[src/rtl/dds_pkg.sv]
// Shared DDS types and helpers.
// Holds the DAC serialiser FSM state type and the frame width helper used to
// size the serial frame (command prefix followed by one waveform sample).
package dds_pkg;

  // Serialiser states: wait for a sample, chip-select setup, clocking bits out,
  // chip-select hold after the last bit, then a deselected gap before the next frame.
  typedef enum logic [2:0] {
    IDLE  = 3'd0,
    SETUP = 3'd1,
    SHIFT = 3'd2,
    HOLD  = 3'd3,
    GAP   = 3'd4
  } dac_state_t;

  // Number of bits in one serial frame.
  function automatic int unsigned frame_bits(input int unsigned cmd_w,
                                             input int unsigned data_w);
    return cmd_w + data_w;
  endfunction

endpackage

[src/rtl/sclk_tick_gen.sv]
// SPI half-period tick generator.
// Counts SCLK_DIV cycles while enabled and pulses o_tick on the last cycle of
// each period, reloading at the same time. While disabled the counter parks at
// zero so the first period after enabling is a full SCLK_DIV cycles.
// Ports:
//   i_clk  - system clock, rising edge
//   i_rst  - synchronous active-high reset
//   i_en   - count enable
//   o_tick - one-cycle pulse at the end of every SCLK_DIV-cycle period
module sclk_tick_gen #(
  parameter int unsigned SCLK_DIV = 2
) (
  input  logic i_clk,
  input  logic i_rst,
  input  logic i_en,
  output logic o_tick
);

  localparam logic [7:0] LP_LAST = 8'(SCLK_DIV - 1);

  logic [7:0] r_cnt;

  assign o_tick = i_en && (r_cnt == LP_LAST);

  // Period counter: runs while enabled, reloads on each tick, held at zero when disabled.
  always_ff @(posedge i_clk) begin
    if (i_rst) begin
      r_cnt <= 8'd0;
    end else if (!i_en || o_tick) begin
      r_cnt <= 8'd0;
    end else begin
      r_cnt <= r_cnt + 8'd1;
    end
  end

endmodule

[src/rtl/dac_spi_out.sv]
// DAC SPI output serialiser.
// Takes one waveform sample per handshake, prefixes it with a constant command
// and shifts the frame out MSB first on an idle-low SPI clock. dac_mosi changes
// only on falling dac_sclk edges so the DAC can sample on rising edges.
// Frame timing (D = SCLK_DIV): D cycles chip-select setup, 2*FRAME_BITS half
// periods of D cycles, D cycles hold, D cycles deselected gap.
// Optional feature: define DAC_OVERRUN_CNT_EN to add overrun_cnt, a saturating
// 16-bit count of cycles where a sample was offered while the block was busy.
// Ports:
//   sys_clk      - system clock, all logic on its rising edge
//   rst          - synchronous active-high reset
//   sample_in    - waveform sample to transmit
//   sample_valid - sample_in is valid
//   sample_ready - block accepts a sample this cycle (only in IDLE)
//   dac_sclk     - SPI clock, idle low
//   dac_mosi     - serial data, MSB first, low while deselected
//   dac_cs_n     - active-low chip select
//   busy         - high whenever the FSM is not IDLE
//   overrun_cnt  - (DAC_OVERRUN_CNT_EN only) saturating overrun cycle count
module dac_spi_out
  import dds_pkg::*;
#(
  parameter int unsigned            DATA_WIDTH = 16,
  parameter int unsigned            CMD_WIDTH  = 8,
  parameter logic [CMD_WIDTH-1:0]   CMD_VALUE  = 8'h30,
  parameter int unsigned            SCLK_DIV   = 2
) (
  input  logic                  sys_clk,
  input  logic                  rst,
  input  logic [DATA_WIDTH-1:0] sample_in,
  input  logic                  sample_valid,
  output logic                  sample_ready,
  output logic                  dac_sclk,
  output logic                  dac_mosi,
  output logic                  dac_cs_n,
  output logic                  busy
`ifdef DAC_OVERRUN_CNT_EN
  ,
  output logic [15:0]           overrun_cnt
`endif
);

  localparam int unsigned FRAME_BITS = frame_bits(CMD_WIDTH, DATA_WIDTH);
  localparam int unsigned CNT_W      = $clog2(FRAME_BITS) + 1;
  localparam logic [CNT_W-1:0] LP_LAST_BIT = CNT_W'(FRAME_BITS - 1);

  dac_state_t              r_state;
  dac_state_t              w_state_nxt;
  // The shift register MSB is the bit on the wire, so clearing it forces mosi low.
  logic [FRAME_BITS-1:0]   r_shift;
  logic [FRAME_BITS-1:0]   w_shift_nxt;
  logic [CNT_W-1:0]        r_bit_cnt;
  logic [CNT_W-1:0]        w_bit_cnt_nxt;
  logic                    r_sclk;
  logic                    w_sclk_nxt;
  logic                    r_cs_n;
  logic                    w_cs_n_nxt;
  logic                    w_tick;
  logic                    w_ready;
  logic [FRAME_BITS-1:0]   w_frame;

  assign w_ready = (r_state == IDLE);
  assign w_frame = {CMD_VALUE, sample_in};

  sclk_tick_gen #(
    .SCLK_DIV (SCLK_DIV)
  ) u_tick (
    .i_clk  (sys_clk),
    .i_rst  (rst),
    .i_en   (!w_ready),
    .o_tick (w_tick)
  );

  // Next-state and next-output logic for the serialiser FSM.
  always_comb begin
    w_state_nxt   = r_state;
    w_shift_nxt   = r_shift;
    w_bit_cnt_nxt = r_bit_cnt;
    w_sclk_nxt    = r_sclk;
    w_cs_n_nxt    = r_cs_n;
    case (r_state)
      IDLE: begin
        if (sample_valid) begin
          w_state_nxt   = SETUP;
          w_shift_nxt   = w_frame;
          w_bit_cnt_nxt = {CNT_W{1'b0}};
          w_sclk_nxt    = 1'b0;
          w_cs_n_nxt    = 1'b0;
        end else begin
          w_state_nxt   = IDLE;
        end
      end
      SETUP: begin
        if (w_tick) begin
          w_state_nxt = SHIFT;
        end else begin
          w_state_nxt = SETUP;
        end
      end
      SHIFT: begin
        if (w_tick) begin
          if (!r_sclk) begin
            w_sclk_nxt = 1'b1;
          end else begin
            // Falling edge: present the next bit; the last one ends the frame.
            w_sclk_nxt  = 1'b0;
            w_shift_nxt = {r_shift[FRAME_BITS-2:0], 1'b0};
            if (r_bit_cnt == LP_LAST_BIT) begin
              w_state_nxt = HOLD;
            end else begin
              w_bit_cnt_nxt = r_bit_cnt + {{(CNT_W-1){1'b0}}, 1'b1};
            end
          end
        end else begin
          w_state_nxt = SHIFT;
        end
      end
      HOLD: begin
        if (w_tick) begin
          w_state_nxt = GAP;
          w_cs_n_nxt  = 1'b1;
          w_shift_nxt = {FRAME_BITS{1'b0}};
        end else begin
          w_state_nxt = HOLD;
        end
      end
      GAP: begin
        if (w_tick) begin
          w_state_nxt = IDLE;
        end else begin
          w_state_nxt = GAP;
        end
      end
      default: begin
        w_state_nxt   = IDLE;
        w_shift_nxt   = {FRAME_BITS{1'b0}};
        w_bit_cnt_nxt = {CNT_W{1'b0}};
        w_sclk_nxt    = 1'b0;
        w_cs_n_nxt    = 1'b1;
      end
    endcase
  end

  // State and output registers; reset abandons any frame in flight.
  always_ff @(posedge sys_clk) begin
    if (rst) begin
      r_state   <= IDLE;
      r_shift   <= {FRAME_BITS{1'b0}};
      r_bit_cnt <= {CNT_W{1'b0}};
      r_sclk    <= 1'b0;
      r_cs_n    <= 1'b1;
    end else begin
      r_state   <= w_state_nxt;
      r_shift   <= w_shift_nxt;
      r_bit_cnt <= w_bit_cnt_nxt;
      r_sclk    <= w_sclk_nxt;
      r_cs_n    <= w_cs_n_nxt;
    end
  end

  assign sample_ready = w_ready;
  assign busy         = !w_ready;
  assign dac_sclk     = r_sclk;
  assign dac_mosi     = r_shift[FRAME_BITS-1];
  assign dac_cs_n     = r_cs_n;

`ifdef DAC_OVERRUN_CNT_EN
  logic [15:0] r_ovr_cnt;

  // Saturating count of cycles where a sample was offered but not accepted.
  always_ff @(posedge sys_clk) begin
    if (rst) begin
      r_ovr_cnt <= 16'd0;
    end else if (sample_valid && !w_ready && (r_ovr_cnt != 16'hFFFF)) begin
      r_ovr_cnt <= r_ovr_cnt + 16'd1;
    end
  end

  assign overrun_cnt = r_ovr_cnt;
`endif

endmodule
[config.mk]
export PLATFORM = sky130hd
export DESIGN_NAME = dac_spi_out
export DESIGN_NICKNAME = d
export VERILOG_FILES = /design/src/rtl/dds_pkg.sv /design/src/rtl/sclk_tick_gen.sv /design/src/rtl/dac_spi_out.sv
export SDC_FILE = /design/constraint.sdc
export NUM_CORES = 1
export LEC_CHECK = 0
export BUFFER_PORTS_ARGS = -buffer_cell sky130_fd_sc_hd__buf_2
export CORE_ASPECT_RATIO = 0.8
export CORE_UTILIZATION = 30
export DETAILED_ROUTE_END_ITERATION = 16
export GPL_ROUTABILITY_DRIVEN = 0
export MAX_ROUTING_LAYER = met4
export PLACE_DENSITY = 0.44
export SETUP_SLACK_MARGIN = 0.4
export SLEW_MARGIN = 20
export SYNTH_ARGS = -nofsm -noshare
export SYNTH_HDL_FRONTEND = slang
export SYNTH_SLANG_ARGS = --single-unit
[constraint.sdc]
create_clock -name sys_clk -period 4.45 [get_ports sys_clk]
set_input_delay 0.89 -clock sys_clk [delete_from_list [all_inputs] [get_ports sys_clk]]
set_output_delay 0.89 -clock sys_clk [all_outputs]
set_load 0.1 [all_outputs]
==> run_results.csv <==
group,metric,value,unit
critical_path,r2r_cells,5,
placement,portBuffers,23,
synthesis,synth_seq_cells,43,
sta,fin_crit_sh,64.28,%
synthesis,ys_seq_area_share,38.74,%
clock_network,max-clock-path-buffers,2,
floorplanning,fp.dieW,98.23,um
flow_run,drv_cap,0,
floorplanning,start_util,31.62,%
sta,rsz0062_at_grt,"false",
route,first_pass_iters,6,
grt,grt_pass1_vias,1774,
floorplanning,die_h,78.98,um
grt,grt_max_degree,27,
critical_path,slowest_stage,"buf_2",
finish,layout-drive-gt1-share,20.31,%
route,drt-total-wl,5440,um
clock_network,clkTransAtPathRegs,0.09,ns
finish,fin_util,35.63,%
power_and_ir_drop,power_density,373.1,nW/um^2
finish,nNetsFinal,282,
critical_path,reg2reg_slack,2.25,ns
sta,finalSetupViolCount,0,
critical_path,crit_type,"register to primary output",
finish,area_delta_synth_final,12.67,%
synthesis,yosysTopAreaCellShare,38.74,%
clock_network,cts.repair.resized,0,
sta,maxSlewHeadroom,48.59,%
synthesis,yosysTopAreaCell,"dfxtp_1",
floorplanning,core,7027,sq um
placement,place_area,2386,sq um
synthesis,synth.avg_cell_area,9.107,sq um
sta,layout_min_cycle_time,2.860,ns
route,route.detailed.drc,0,
synthesis,ys_warn_count,0,
critical_path,cpPeakStageDelay,0.47,ns
clock_network,root_buffer,"clkbuf_8",
sta,worst_pin_slew,0.7648,ns
synthesis,ys_types,50,
clock_network,postCtsHoldBufs,0,
synthesis,synthCells,244,
power_and_ir_drop,p_leak,0.8859,nW
synthesis,synthTopCellsByArea,"dfxtp_1 (39%), a211oi_2 (5.6%), a31oi_1 (5.6%)",
synthesis,async_flop_share,0,%
critical_path,critPathMaxFanout,20,
critical_path,r2r_start,"u_tick.r_cnt[0]",
floorplanning,fp.dieArea,7758,sq um
power_and_ir_drop,irDropWorstVdd,0.1198,mV
finish,final_common_cell,"dfxtp_1",
grt,grt_pass1_wl,9114,um
critical_path,startpoint_type,"register",
sta,setup_tns,0,ns
grt,grt.overflow.total,0,
finish,antenna_cells,0,
synthesis,synth.area.mux_share,2.252,%
route,num_vias,1906,
critical_path,worstPathCellList,"or2_2 > nor2_1 > buf_4 > buf_2",
critical_path,cp.arrival,1.97,ns
grt,grtUsageTotal,15.05,%
route,vias_per_cell,5.477,
clock_network,cts_tree,"yes",
synthesis,synth_nets,266,
sta,hold_violations,0,
floorplanning,row_count,27,
synthesis,synth_compound_area_share,28.94,%
sta,finClkSkew,0.004499,ns
synthesis,synth_top_family_by_area,"compound AO/OA/AOI/OAI gates",
route,drtIter0Drc,110,
run_status,outcome,"finished, final reports clean",
clock_network,cts_made_buffers,5,
clock_network,clk_latency,0.29,ns
synthesis,synth-simple-area-share,20.72,%
synthesis,syn_area,2222,sq um
worst_hold_path,hold_class,"register to register",
finish,final_area,2504,sq um
critical_path,cp-end-kind,"primary output",
sta,final_max_slew_viol_count,0,
critical_path,critPathLaunch,"r_state[0]",
critical_path,cp.required,3.56,ns
synthesis,yosys.area_share.adder,1.689,%
clock_network,htree_levels,2,
route,drtAntennaViolNets,0,
critical_path,r2r-end,"r_shift[19]",
clock_network,cts.sink_count,43,
clock_network,postCtsSetupRepairBufs,0,
sta,fmax,0.3496,GHz
route,wl_per_cell,15.63,um
synthesis,synth_ff_type,"dfxtp_1",
grt,antenna_found_initial,0,
synthesis,synth-xor-area-share,2.759,%
placement,dp_hpwl,3645,um
floorplanning,ios,24,
finish,most-common-layout-cells,"dfxtp_1 (43), buf_2 (23), nand3_1 (20), a31oi_1 (20), a22oi_1 (15)",
critical_path,crit_path_end,"sample_ready",
synthesis,synth_edf_count,0,
[power breakdown]
part / internal, mW / switching (mW)
Combinational: 0.0635 / 0.118
Sequential: 0.412 / 0.0203
Clock: 0.182 / 0.138
[state kept, by name, summed over array words and instances (netlist names)]
name	flops
r_state	3
r_shift	24
u_tick.r_cnt	8
r_bit_cnt	6
dac_cs_n	1
dac_sclk	1
[synthesized netlist by cell type, types with 4 or more instances]
master	instances
a211oi_2	10
nand2b_1	5
a21oi_1	7
a22oi_1	15
dfxtp_1	43
and3_1	4
xor2_1	5
a31oi_1	20
nand3_1	20
nand2_1	13
nor2_1	12
nor3_1	5
mux2i_1	5
clkbuf_1	11
inv_1	6
a211oi_1	8
nor4b_1	4
[how the worst min path moves through the flow]
stage,from,end,slack (ns),cells past startpoint
floorplan,r_shift[16],r_shift[16],0.43,2
global route,r_shift[16],r_shift[16],0.48,2
detailed placement,r_shift[23],r_shift[23],0.45,2
global placement,r_shift[17],r_shift[17],0.45,2
finish,r_shift[23],r_shift[23],0.46,2
CTS,r_shift[16],r_shift[16],0.47,2
[per-layer routing]
layer  track usage [%]  wire length [um]  up-vias
met5                 -                 0        -
met1             21.57              3072      899
met2             21.41              2159       31
met4             3.582                36        0
met3             3.257               171        4
li1                  -                 -      972
[critical path: cells and delay by family (launching register included)]
family | cells | cell delay, ns
buffers and inverters | 2 | 0.73
AND/OR/NAND/NOR | 2 | 0.48
flip-flops | 1 | 0.46
[through the flow]
stage          worst slack [ns]  hold slack [ns]  power, mW  instances
2_1_floorplan             1.792           0.4350     0.5841        244
3_3_place_gp              1.805           0.4492     0.6236        340
3_5_place_dp              1.799           0.4520     0.6223        340
4_1_cts                   1.575           0.4694     0.9457        348
5_1_grt                   1.490           0.4823     0.9821        348
6_report                  1.590           0.4647     0.9340        348
[logic make-up after synthesis]
kind of cell             after synthesis
AO/OA/AOI/OAI                         83
AND/OR/NAND/NOR                       79
flip-flops                            43
buffers and inverters                 24
XOR/XNOR                               7
multiplexers                           5
adder cells (fa/ha/maj)                3
[cell type report]
class | instances | area, sq um
multi-input combinational | 177 | 1252
clock buffer | 6 | 82.58
timing repair buffer | 26 | 137.6
sequential | 43 | 860.8
fill | 756 | 4523
tap | 87 | 108.9
inverter | 7 | 26.28
clock inverter | 2 | 35.03
Note: power is estimated with default switching activity, not from simulation.
